File: config.mk
export PLATFORM = sky130hd
export DESIGN_NAME = cp0_tlb_ctrl
export DESIGN_NICKNAME = d
export VERILOG_FILES = /design/src/rtl/cp0_tlb_ctrl.sv
export SDC_FILE = /design/constraint.sdc
export NUM_CORES = 1
export LEC_CHECK = 0
export ABC_AREA = 1
export CORE_AREA = 8 8 194 196
export DETAILED_ROUTE_END_ITERATION = 10
export DIE_AREA = 0 0 202 204
export PLACE_DENSITY_LB_ADDON = 0.12
export SLEW_MARGIN = 25
export SYNTH_ARGS = -nofsm -noshare
export SYNTH_HDL_FRONTEND = slang
export SYNTH_SLANG_ARGS = --single-unit
File: constraint.sdc
create_clock -name clk -period 1.7 [get_ports clk]
set_clock_uncertainty 0.05 [all_clocks]
set_input_delay 0.425 -clock clk [delete_from_list [all_inputs] [get_ports clk]]
set_output_delay 0.425 -clock clk [all_outputs]
set_load 0.03 [all_outputs]
File: src/rtl/cp0_tlb_ctrl.sv
// CP0-side TLB maintenance controller: holds Index/Random/Wired/EntryHi/EntryLo0/1/BadVAddr
// and sequences TLBP/TLBR/TLBWI/TLBWR against the mmu TLB ports.
module cp0_tlb_ctrl #(
    parameter int unsigned TLB_WIDTH = 4
) (
    input  logic                 clk,
    input  logic                 rst,
    input  logic                 op_valid,
    input  logic [1:0]           op_code,
    output logic                 op_ready,
    output logic                 op_done,
    input  logic                 mtc0_we,
    input  logic [2:0]           mtc0_sel,
    input  logic [31:0]          mtc0_data,
    input  logic                 exc_tlb,
    input  logic [31:0]          exc_vaddr,
    output logic [31:0]          index_o,
    output logic [31:0]          random_o,
    output logic [31:0]          wired_o,
    output logic [31:0]          entry_lo0_o,
    output logic [31:0]          entry_lo1_o,
    output logic [31:0]          entry_hi_o,
    output logic [31:0]          badvaddr_o,
    output logic [7:0]           asid,
    output logic [85:0]          tlb_config,
    output logic [TLB_WIDTH-1:0] tlb_we_index,
    output logic                 tlb_we,
    output logic                 tlb_p,
    input  logic [31:0]          tlb_p_res_o,
    output logic [TLB_WIDTH-1:0] tlb_read_index,
    input  logic [85:0]          tlb_read_config_o
);

    localparam int unsigned TLB_NUM  = 1 << TLB_WIDTH;
    localparam int unsigned VPN2_W   = 19;
    localparam int unsigned ASID_W   = 8;
    localparam int unsigned LO_W     = 30;
    localparam logic [TLB_WIDTH-1:0] RAND_TOP = TLB_WIDTH'(TLB_NUM - 1);

    localparam logic [1:0] OP_TLBP  = 2'b00;
    localparam logic [1:0] OP_TLBR  = 2'b01;
    localparam logic [1:0] OP_TLBWI = 2'b10;
    localparam logic [1:0] OP_TLBWR = 2'b11;

    localparam logic [2:0] SEL_INDEX = 3'd0;
    localparam logic [2:0] SEL_LO0   = 3'd2;
    localparam logic [2:0] SEL_LO1   = 3'd3;
    localparam logic [2:0] SEL_WIRED = 3'd4;
    localparam logic [2:0] SEL_HI    = 3'd5;

    typedef enum logic [1:0] {
        S_IDLE  = 2'd0,
        S_PROBE = 2'd1,
        S_READ  = 2'd2,
        S_WRITE = 2'd3
    } state_e;

    state_e state_q, state_d;
    logic   phase_q, phase_d;

    logic                 index_p_q,   index_p_d;
    logic [TLB_WIDTH-1:0] index_idx_q, index_idx_d;
    logic [TLB_WIDTH-1:0] random_q,    random_d;
    logic [TLB_WIDTH-1:0] wired_q,     wired_d;
    logic [TLB_WIDTH-1:0] we_idx_q,    we_idx_d;
    logic [LO_W-1:0]      lo0_q,       lo0_d;
    logic [LO_W-1:0]      lo1_q,       lo1_d;
    logic [VPN2_W-1:0]    vpn2_q,      vpn2_d;
    logic [ASID_W-1:0]    asid_q,      asid_d;
    logic [31:0]          badvaddr_q,  badvaddr_d;

    logic abort_c;
    logic accept_c;
    logic probe_done_c;
    logic read_done_c;
    logic unused_c;

    assign abort_c  = rst | exc_tlb;
    assign accept_c = op_ready & op_valid;

    // FSM state register
    always_ff @(posedge clk) begin
        if (rst) begin
            state_q <= S_IDLE;
            phase_q <= 1'b0;
        end else begin
            state_q <= state_d;
            phase_q <= phase_d;
        end
    end

    // FSM next state; PROBE/READ use phase 0 to launch and phase 1 to complete
    always_comb begin
        state_d = state_q;
        phase_d = phase_q;
        unique case (state_q)
            S_IDLE: begin
                if (op_valid) begin
                    phase_d = 1'b0;
                    unique case (op_code)
                        OP_TLBP:  state_d = S_PROBE;
                        OP_TLBR:  state_d = S_READ;
                        default:  state_d = S_WRITE;
                    endcase
                end
            end
            S_PROBE, S_READ: begin
                if (phase_q) begin
                    state_d = S_IDLE;
                    phase_d = 1'b0;
                end else begin
                    phase_d = 1'b1;
                end
            end
            S_WRITE: state_d = S_IDLE;
            default: state_d = S_IDLE;
        endcase
        if (exc_tlb && state_q != S_IDLE) begin
            state_d = S_IDLE;
            phase_d = 1'b0;
        end
    end

    // FSM outputs; strobes are suppressed by a committed fault or reset
    always_comb begin
        op_ready     = 1'b0;
        tlb_p        = 1'b0;
        tlb_we       = 1'b0;
        probe_done_c = 1'b0;
        read_done_c  = 1'b0;
        unique case (state_q)
            S_IDLE:  op_ready = 1'b1;
            S_PROBE: begin
                tlb_p        = ~phase_q & ~abort_c;
                probe_done_c = phase_q & ~abort_c;
            end
            S_READ:  read_done_c = phase_q & ~abort_c;
            S_WRITE: tlb_we = ~abort_c;
            default: ;
        endcase
        op_done = probe_done_c | read_done_c | tlb_we;
    end

    // CP0 register next state: exc_tlb > op completion > mtc0
    always_comb begin
        index_p_d   = index_p_q;
        index_idx_d = index_idx_q;
        wired_d     = wired_q;
        we_idx_d    = we_idx_q;
        lo0_d       = lo0_q;
        lo1_d       = lo1_q;
        vpn2_d      = vpn2_q;
        asid_d      = asid_q;
        badvaddr_d  = badvaddr_q;

        if (mtc0_we && mtc0_sel == SEL_WIRED) begin
            wired_d  = mtc0_data[TLB_WIDTH-1:0];
            random_d = RAND_TOP;
        end else if (random_q <= wired_q) begin
            random_d = RAND_TOP;
        end else begin
            random_d = random_q - TLB_WIDTH'(1);
        end

        if (accept_c && op_code[1]) begin
            we_idx_d = (op_code == OP_TLBWR) ? random_q : index_idx_q;
        end

        if (probe_done_c) begin
            index_p_d = tlb_p_res_o[31];
            if (!tlb_p_res_o[31]) begin
                index_idx_d = tlb_p_res_o[TLB_WIDTH-1:0];
            end
        end else if (mtc0_we && mtc0_sel == SEL_INDEX) begin
            index_idx_d = mtc0_data[TLB_WIDTH-1:0];
        end

        if (exc_tlb) begin
            badvaddr_d = exc_vaddr;
            vpn2_d     = exc_vaddr[31:13];
        end else if (read_done_c) begin
            vpn2_d = tlb_read_config_o[85:67];
            asid_d = tlb_read_config_o[66:59];
            lo0_d  = {tlb_read_config_o[57:29], tlb_read_config_o[58]};
            lo1_d  = {tlb_read_config_o[28:0],  tlb_read_config_o[58]};
        end else if (mtc0_we) begin
            unique case (mtc0_sel)
                SEL_LO0: lo0_d = mtc0_data[LO_W-1:0];
                SEL_LO1: lo1_d = mtc0_data[LO_W-1:0];
                SEL_HI: begin
                    vpn2_d = mtc0_data[31:13];
                    asid_d = mtc0_data[7:0];
                end
                default: ;
            endcase
        end
    end

    // CP0 register state
    always_ff @(posedge clk) begin
        if (rst) begin
            index_p_q   <= 1'b0;
            index_idx_q <= '0;
            random_q    <= RAND_TOP;
            wired_q     <= '0;
            we_idx_q    <= '0;
            lo0_q       <= '0;
            lo1_q       <= '0;
            vpn2_q      <= '0;
            asid_q      <= '0;
            badvaddr_q  <= '0;
        end else begin
            index_p_q   <= index_p_d;
            index_idx_q <= index_idx_d;
            random_q    <= random_d;
            wired_q     <= wired_d;
            we_idx_q    <= we_idx_d;
            lo0_q       <= lo0_d;
            lo1_q       <= lo1_d;
            vpn2_q      <= vpn2_d;
            asid_q      <= asid_d;
            badvaddr_q  <= badvaddr_d;
        end
    end

    assign index_o        = {index_p_q, {(31 - TLB_WIDTH){1'b0}}, index_idx_q};
    assign random_o       = 32'(random_q);
    assign wired_o        = 32'(wired_q);
    assign entry_lo0_o    = 32'(lo0_q);
    assign entry_lo1_o    = 32'(lo1_q);
    assign entry_hi_o     = {vpn2_q, 5'b0, asid_q};
    assign badvaddr_o     = badvaddr_q;
    assign asid           = asid_q;
    assign tlb_we_index   = we_idx_q;
    assign tlb_read_index = index_idx_q;

    // Entry image: G is global only when both halves agree
    assign tlb_config = {vpn2_q, asid_q, lo0_q[0] & lo1_q[0], lo0_q[29:1], lo1_q[29:1]};

    assign unused_c = ^{exc_vaddr[12:0], tlb_p_res_o[30:TLB_WIDTH]};

endmodule

# [Yosys cells after proc, flatten, opt, wreduce, memory -nomap -nowiden]
# Index checks and enable logic that the tools add are counted.
[totals] register_bits=139 wordCells=91 output_inout_bits=330
[classes] n_eq_ne=12 n_mux=29 n_reduce_logical=26 bitwise_logic=10 n_lt_le_gt_ge=1 n_addsub=1
[ops] op="two-way mux 30 bit" count=6
[ops] op="two-way mux 19 bit" count=4
[ops] op="two-way mux 8 bit" count=3
[ops] op="two-way mux 4 bit" count=4
[ops] op="nonzero test 2 bit" count=7
[ops] op="AND reduction 3 bit" count=3
[ops] op="AND reduction 2 bit" count=4
[ops] op="two-way mux 1 bit" count=7
[ops] op="equality test 2 bit (second input constant)" count=3
[ops] op="equality test 3 x 2 -> 1 bit (second input constant)" count=2
[ops] op="equality test 3 bit (second input constant)" count=2
[ops] op="!= test 2 bit (second input constant)" count=3
[ops] op="one-hot mux 2 bit (3 select lines)" count=1
[ops] op="nonzero test 3 bit" count=2
[ops] op="AND 1 bit" count=4
[ops] op="equality test 2 x 1 -> 1 bit (second input constant)" count=2
[ops] op="<= comparator 4 bit" count=1
[ops] op="logical AND 1 bit" count=4
[ops] op="zero test 2 bit" count=2
[ops] op="two-way mux 2 bit" count=2
[ops] op="one-hot mux 2 bit (2 select lines)" count=1
[ops] op="OR reduction 2 bit" count=2
[ops] op="subtractor 4 x 1 -> 4 bit (second input constant)" count=1
[ops] op="zero test 3 bit" count=1
[ops] op="4 further kinds" count=8

# [Longest topological paths before layout]
[depth] word_depth=6 ltp_mapped=11 depth_no_buf=9

# [Least setup slack after synthesis]
# No wires, ideal clock.
[synth_timing] kind="reg-to-output" start="register state_q[0]" end="output op_done" setup_slack_ns=-0.347 required_ns=1.225 stages_incl_launch_ff=8 arrival_ns=1.572 cell_sequence="dfxtp_1 -> inv_1 -> ha_1 -> clkbuf_1 -> nand3_4 -> buf_4 -> buf_2 -> o211ai_1"
[synth_via] elab_chain_len=4
[synth_rtl] element="start, declared" line="58" rtl="state_e state_q, state_d;"
[synth_rtl] element="start signal, assigned" line="87" rtl="state_q <= state_d;"
[synth_rtl] element="equality test 2 x 1 -> 1 bit or equality test 2 bit (tied branches)" line="131" rtl="unique case (state_q)"
[synth_rtl] element="two-way mux 1 bit" line="131"
[synth_rtl] element="OR 1 bit" line="141" rtl="op_done = probe_done_c | read_done_c | tlb_we;"
[synth_rtl] element="OR 1 bit (*)" line="141"
[synth_rtl] element="end, declared" line="11" rtl="output logic op_done,"
# Mark *: on every way between the ends. The rest lies on a longest branch, timed or not.

# [Worst setup path after layout]
[layout_timing] start="register state_q[1]" end="output op_done"
# The elaborated chain is that of the path after synthesis.

==> impl_metrics.xml <==
<?xml version="1.0" encoding="UTF-8"?>
<metrics>
  <group name="outcome">
    <metric name="status" unit="">finished with violations</metric>
    <metric name="failed_checks" unit="">negative setup slack</metric>
  </group>
  <group name="job">
    <metric name="max-cap-violations" unit="">0</metric>
  </group>
  <group name="critical_path">
    <metric name="critPathKind" unit="">reg -&gt; out</metric>
    <metric name="worstReg2RegStart" unit="">state_q[0]$_SDFFE_PP0P_</metric>
    <metric name="worstSetupEndpoint" unit="">op_done</metric>
    <metric name="reg2reg_setup_slack" unit="ns">-0.19</metric>
    <metric name="critical_path_cell_count" unit="">5</metric>
    <metric name="worst-path-max-fanout" unit="">3</metric>
    <metric name="critPathTopFamily" unit="">buffers and inverters</metric>
    <metric name="worstPathArrival" unit="ns">1.58</metric>
    <metric name="timing.critical_path.slowest_cell_delay" unit="ns">0.33</metric>
    <metric name="timing.critical_path.slowest_stage_cell" unit="">sky130_fd_sc_hd__dfxtp_2</metric>
    <metric name="cp_cell_sequence" unit="">buf_6, ha_4, inv_4, o211ai_1, buf_4</metric>
    <metric name="reg2reg_depth" unit="">11</metric>
    <metric name="worstPathRequired" unit="ns">1.22</metric>
    <metric name="worst_r2r_endpoint" unit="">vpn2_q[2]$_SDFFE_PP0P_</metric>
    <metric name="timing.critical_path.from_type" unit="">flip-flop</metric>
    <metric name="critical_path.endpoint_type" unit="">output port</metric>
    <metric name="critPathLaunch" unit="">state_q[1]$_SDFFE_PP0P_</metric>
    <metric name="cp.buffers_inverters" unit="">3</metric>
  </group>
  <group name="die">
    <metric name="initial_core_util" unit="%">23.34</metric>
    <metric name="num_io_pins" unit="">522</metric>
    <metric name="floorplan_die_area" unit="um2">41210</metric>
    <metric name="floorplan_die_height" unit="um">204</metric>
    <metric name="die-width" unit="um">202</metric>
    <metric name="placementRows" unit="">69</metric>
    <metric name="fp.coreArea" unit="um2">34790</metric>
  </group>
  <group name="logic_synthesis">
    <metric name="sequential_fraction_of_the_synthesis_area" unit="%">34.27</metric>
    <metric name="post_synthesis_instance_area" unit="um2">8120</metric>
    <metric name="synth_area_leader_cell" unit="">sky130_fd_sc_hd__dfxtp_1</metric>
    <metric name="post_synthesis_cell_count" unit="">1240</metric>
    <metric name="synthesis.yosys.warnings" unit="">0</metric>
    <metric name="post_synth_top_cells" unit="">sky130_fd_sc_hd__nand2_1, sky130_fd_sc_hd__buf_4, sky130_fd_sc_hd__nor2_1</metric>
    <metric name="ys_types" unit="">29</metric>
    <metric name="avgSynthCellArea" unit="um2">6.549</metric>
    <metric name="synth_most_common_cell" unit="">sky130_fd_sc_hd__nand2_1</metric>
    <metric name="synth.top_cells.by_area" unit="">sky130_fd_sc_hd__dfxtp_1, sky130_fd_sc_hd__buf_4, sky130_fd_sc_hd__nand2_1</metric>
    <metric name="ys_async_sr_fraction" unit="%">0</metric>
    <metric name="synth_enable_flop_cells" unit="">0</metric>
    <metric name="netlist.area_leader.share" unit="%">34.27</metric>
    <metric name="yosys_register_bits" unit="">139</metric>
    <metric name="dominantRegCellSynth" unit="">sky130_fd_sc_hd__dfxtp_1</metric>
  </group>
  <group name="timing">
    <metric name="post-route-worst-setup-slack" unit="ns">-0.3578</metric>
    <metric name="timing.final.max_slew_violations" unit="">0</metric>
    <metric name="rsz0062_at_grt" unit="">true</metric>
    <metric name="timing.fmax" unit="GHz">0.4860</metric>
    <metric name="fin_crit" unit="ns">2.058</metric>
    <metric name="final_hold_viol_count" unit="">0</metric>
    <metric name="min_period_over_period" unit="%">121.0</metric>
    <metric name="setup_violators_final" unit="">89</metric>
    <metric name="hold-worst-slack" unit="ns">0.4103</metric>
  </group>
  <group name="finish">
    <metric name="ratio_of_cells_with_drive_above_1_in_the_final_layout" unit="%">21.79</metric>
    <metric name="ff_latch_area" unit="um2">2789</metric>
    <metric name="fillCellCount" unit="">3737</metric>
    <metric name="layout.cell_area.non_filler" unit="um2">12860</metric>
    <metric name="layout-area-overhead-vs-synth" unit="%">58.43</metric>
    <metric name="post_layout_net_count" unit="">1796</metric>
    <metric name="multiInputGateArea" unit="um2">3426</metric>
    <metric name="final_core_utilization" unit="%">36.98</metric>
  </group>
  <group name="drt">
    <metric name="detail_route.vias_per_cell" unit="">3.971</metric>
    <metric name="vias" unit="">8217</metric>
    <metric name="drcViolationCount" unit="">0</metric>
    <metric name="drt_pass1_iterations" unit="">4</metric>
    <metric name="wirelength" unit="um">37450</metric>
    <metric name="wire_per_inst" unit="um">18.10</metric>
    <metric name="route.antenna.remaining_nets" unit="">0</metric>
    <metric name="detailedRoute.firstIterationViolations" unit="">316</metric>
  </group>
  <group name="global_route">
    <metric name="grt_max_degree" unit="">43</metric>
    <metric name="gr-total-overflow" unit="">0</metric>
    <metric name="grt.met1_usage" unit="%">20.57</metric>
    <metric name="gr-usage-met3" unit="%">5.294</metric>
    <metric name="busiest_layer" unit="">met2</metric>
    <metric name="grt_pass1_vias" unit="">8407</metric>
    <metric name="groute.layer.met2.usage" unit="%">30.07</metric>
    <metric name="grt_antenna_before_repair" unit="">3</metric>
    <metric name="grt_first_pass_wirelength" unit="um">53800</metric>
    <metric name="grtUsageTotal" unit="%">17.35</metric>
  </group>
  <group name="placement">
    <metric name="preCtsSetupSlack" unit="ns">-0.7916</metric>
    <metric name="placedInstanceArea" unit="um2">12180</metric>
    <metric name="dp_hpwl" unit="um">30180</metric>
    <metric name="routabilityCongestion" unit="">0.7737</metric>
    <metric name="portBuffers" unit="">402</metric>
  </group>
  <group name="power_and_ir_drop">
    <metric name="design_power_total" unit="mW">10.10</metric>
    <metric name="cell_area_power_density" unit="nW/um2">785.3</metric>
    <metric name="power.leakage" unit="nW">6.299</metric>
    <metric name="vdd_drop_max" unit="mV">0.6634</metric>
  </group>
  <group name="clocking">
    <metric name="cts_htree_levels" unit="">4</metric>
    <metric name="num_cts_buffers" unit="">17</metric>
    <metric name="numClockSinks" unit="">139</metric>
    <metric name="clock_transition_at_path_regs" unit="ns">0.06</metric>
    <metric name="clock_path_buffers" unit="">2</metric>
    <metric name="tritoncts" unit="">built</metric>
    <metric name="clock_root_cell" unit="">sky130_fd_sc_hd__clkbuf_16</metric>
    <metric name="clock_insertion_delay_worst_skew" unit="ns">0.43</metric>
  </group>
  <group name="min_path">
    <metric name="min_path_type" unit="">reg -&gt; reg</metric>
  </group>
</metrics>
[tightest hold or removal path, stage by stage (launching register included)]
cell	delay, ns
sky130_fd_sc_hd__dfxtp_1	0.31
sky130_fd_sc_hd__nand2_1	0.06
sky130_fd_sc_hd__a21oi_1	0.05
[cell families after synthesis]
family | Yosys count | share of synthesized area [%]
flops | 139 | 34.27
buf+inv | 415 | 28.51
other cells | 1 | 0.04618
fa+ha+maj | 9 | 1.387
compound gates | 181 | 11.37
xor+xnor | 2 | 0.2158
simple gates | 493 | 24.21
[routing by layer]
metal	vias up	share of wire (%)
li1	4204	-
met1	3700	42
met2	289	50
met3	24	6.5
met4	0	0.93
met5	-	0
[cell usage in the layout (no fill, tap or decap), drive strengths merged]
cell	Yosys	layout
ha	9	9
buf	215	120
dfxtp	139	139
nand3	19	19
diode	0	2
or2	1	1
nor2	181	181
dlygate4sd2	0	11
clkinv	0	5
conb	1	92
a21oi	59	59
xnor2	1	1
nand3b	1	1
clkdlybuf4s18	0	1
o21ai	118	118
xor2	1	1
clkdlybuf4s50	0	162
clkbuf	30	60
clkdlybuf4s15	0	158
nand4	14	14
a211oi	1	1
bufinv	0	4
nor3	1	1
nand2	276	276
o211ai	3	3
inv	170	169
[stage by stage]
step,TNS (ns),instances
after floorplan,-0.1700,1331
after global placement,-58.09,2028
after detailed placement,-57.05,2028
after CTS,-12.52,2065
after global routing,-20.63,2069
final,-10.40,2069
[area by class of cell]
cell class | instances | share of cell area [%]
timing repair buffer | 490 | 37.31
sequential | 139 | 21.68
multi-input combinational | 777 | 26.63
clock buffer | 22 | 3.764
inverter | 170 | 5.009
tap | 461 | 4.484
clock inverter | 8 | 1.089
antenna | 2 | 0.03890
[what timing repair did]
action	4_1_cts	5_1_grt
hold buffers	0	0
hold endpoints to repair	0	0
resized for setup	652	83
endpoints found under the setup margin	275	170
buffers inserted	7	0
gates cloned	0	2
pin swaps	6	1
[flip-flops by register name, summed over array words and instances, names as in the netlist]
register,count
badvaddr_o,32
tlb_read_index,4
asid,8
random_q,4
state_q,2
lo1_q,30
tlb_we_index,4
lo0_q,30
vpn2_q,19
index_p_q,1
phase_q,1
wired_q,4
[worst min path at each step]
stage	start	to	slack [ns]	cells after the start
6_report	badvaddr_o[16]$_SDFFE_PP0P_	badvaddr_o[16]$_SDFFE_PP0P_	0.41	2
5_1_grt	badvaddr_o[24]$_SDFFE_PP0P_	badvaddr_o[24]$_SDFFE_PP0P_	0.43	2
4_1_cts	tlb_we_index[2]$_SDFFE_PP0P_	tlb_we_index[2]$_SDFFE_PP0P_	0.41	2
3_5_place_dp	badvaddr_o[24]$_SDFFE_PP0P_	badvaddr_o[24]$_SDFFE_PP0P_	0.40	2
3_3_place_gp	badvaddr_o[18]$_SDFFE_PP0P_	badvaddr_o[18]$_SDFFE_PP0P_	0.40	2
2_1_floorplan	index_p_q$_SDFFE_PP0P_	index_p_q$_SDFFE_PP0P_	0.39	2
[where the power goes]
| group | total [mW] | switching, mW | internal (mW) |
|---|---|---|---|
| Combinational | 2.44 | 1.48 | 0.967 |
| Sequential | 3.55 | 0.137 | 3.41 |
| Clock | 4.11 | 1.52 | 2.59 |
| Total | 10.1 | 3.14 | 6.97 |
No activity file was read; power rests on OpenSTA's default activity.
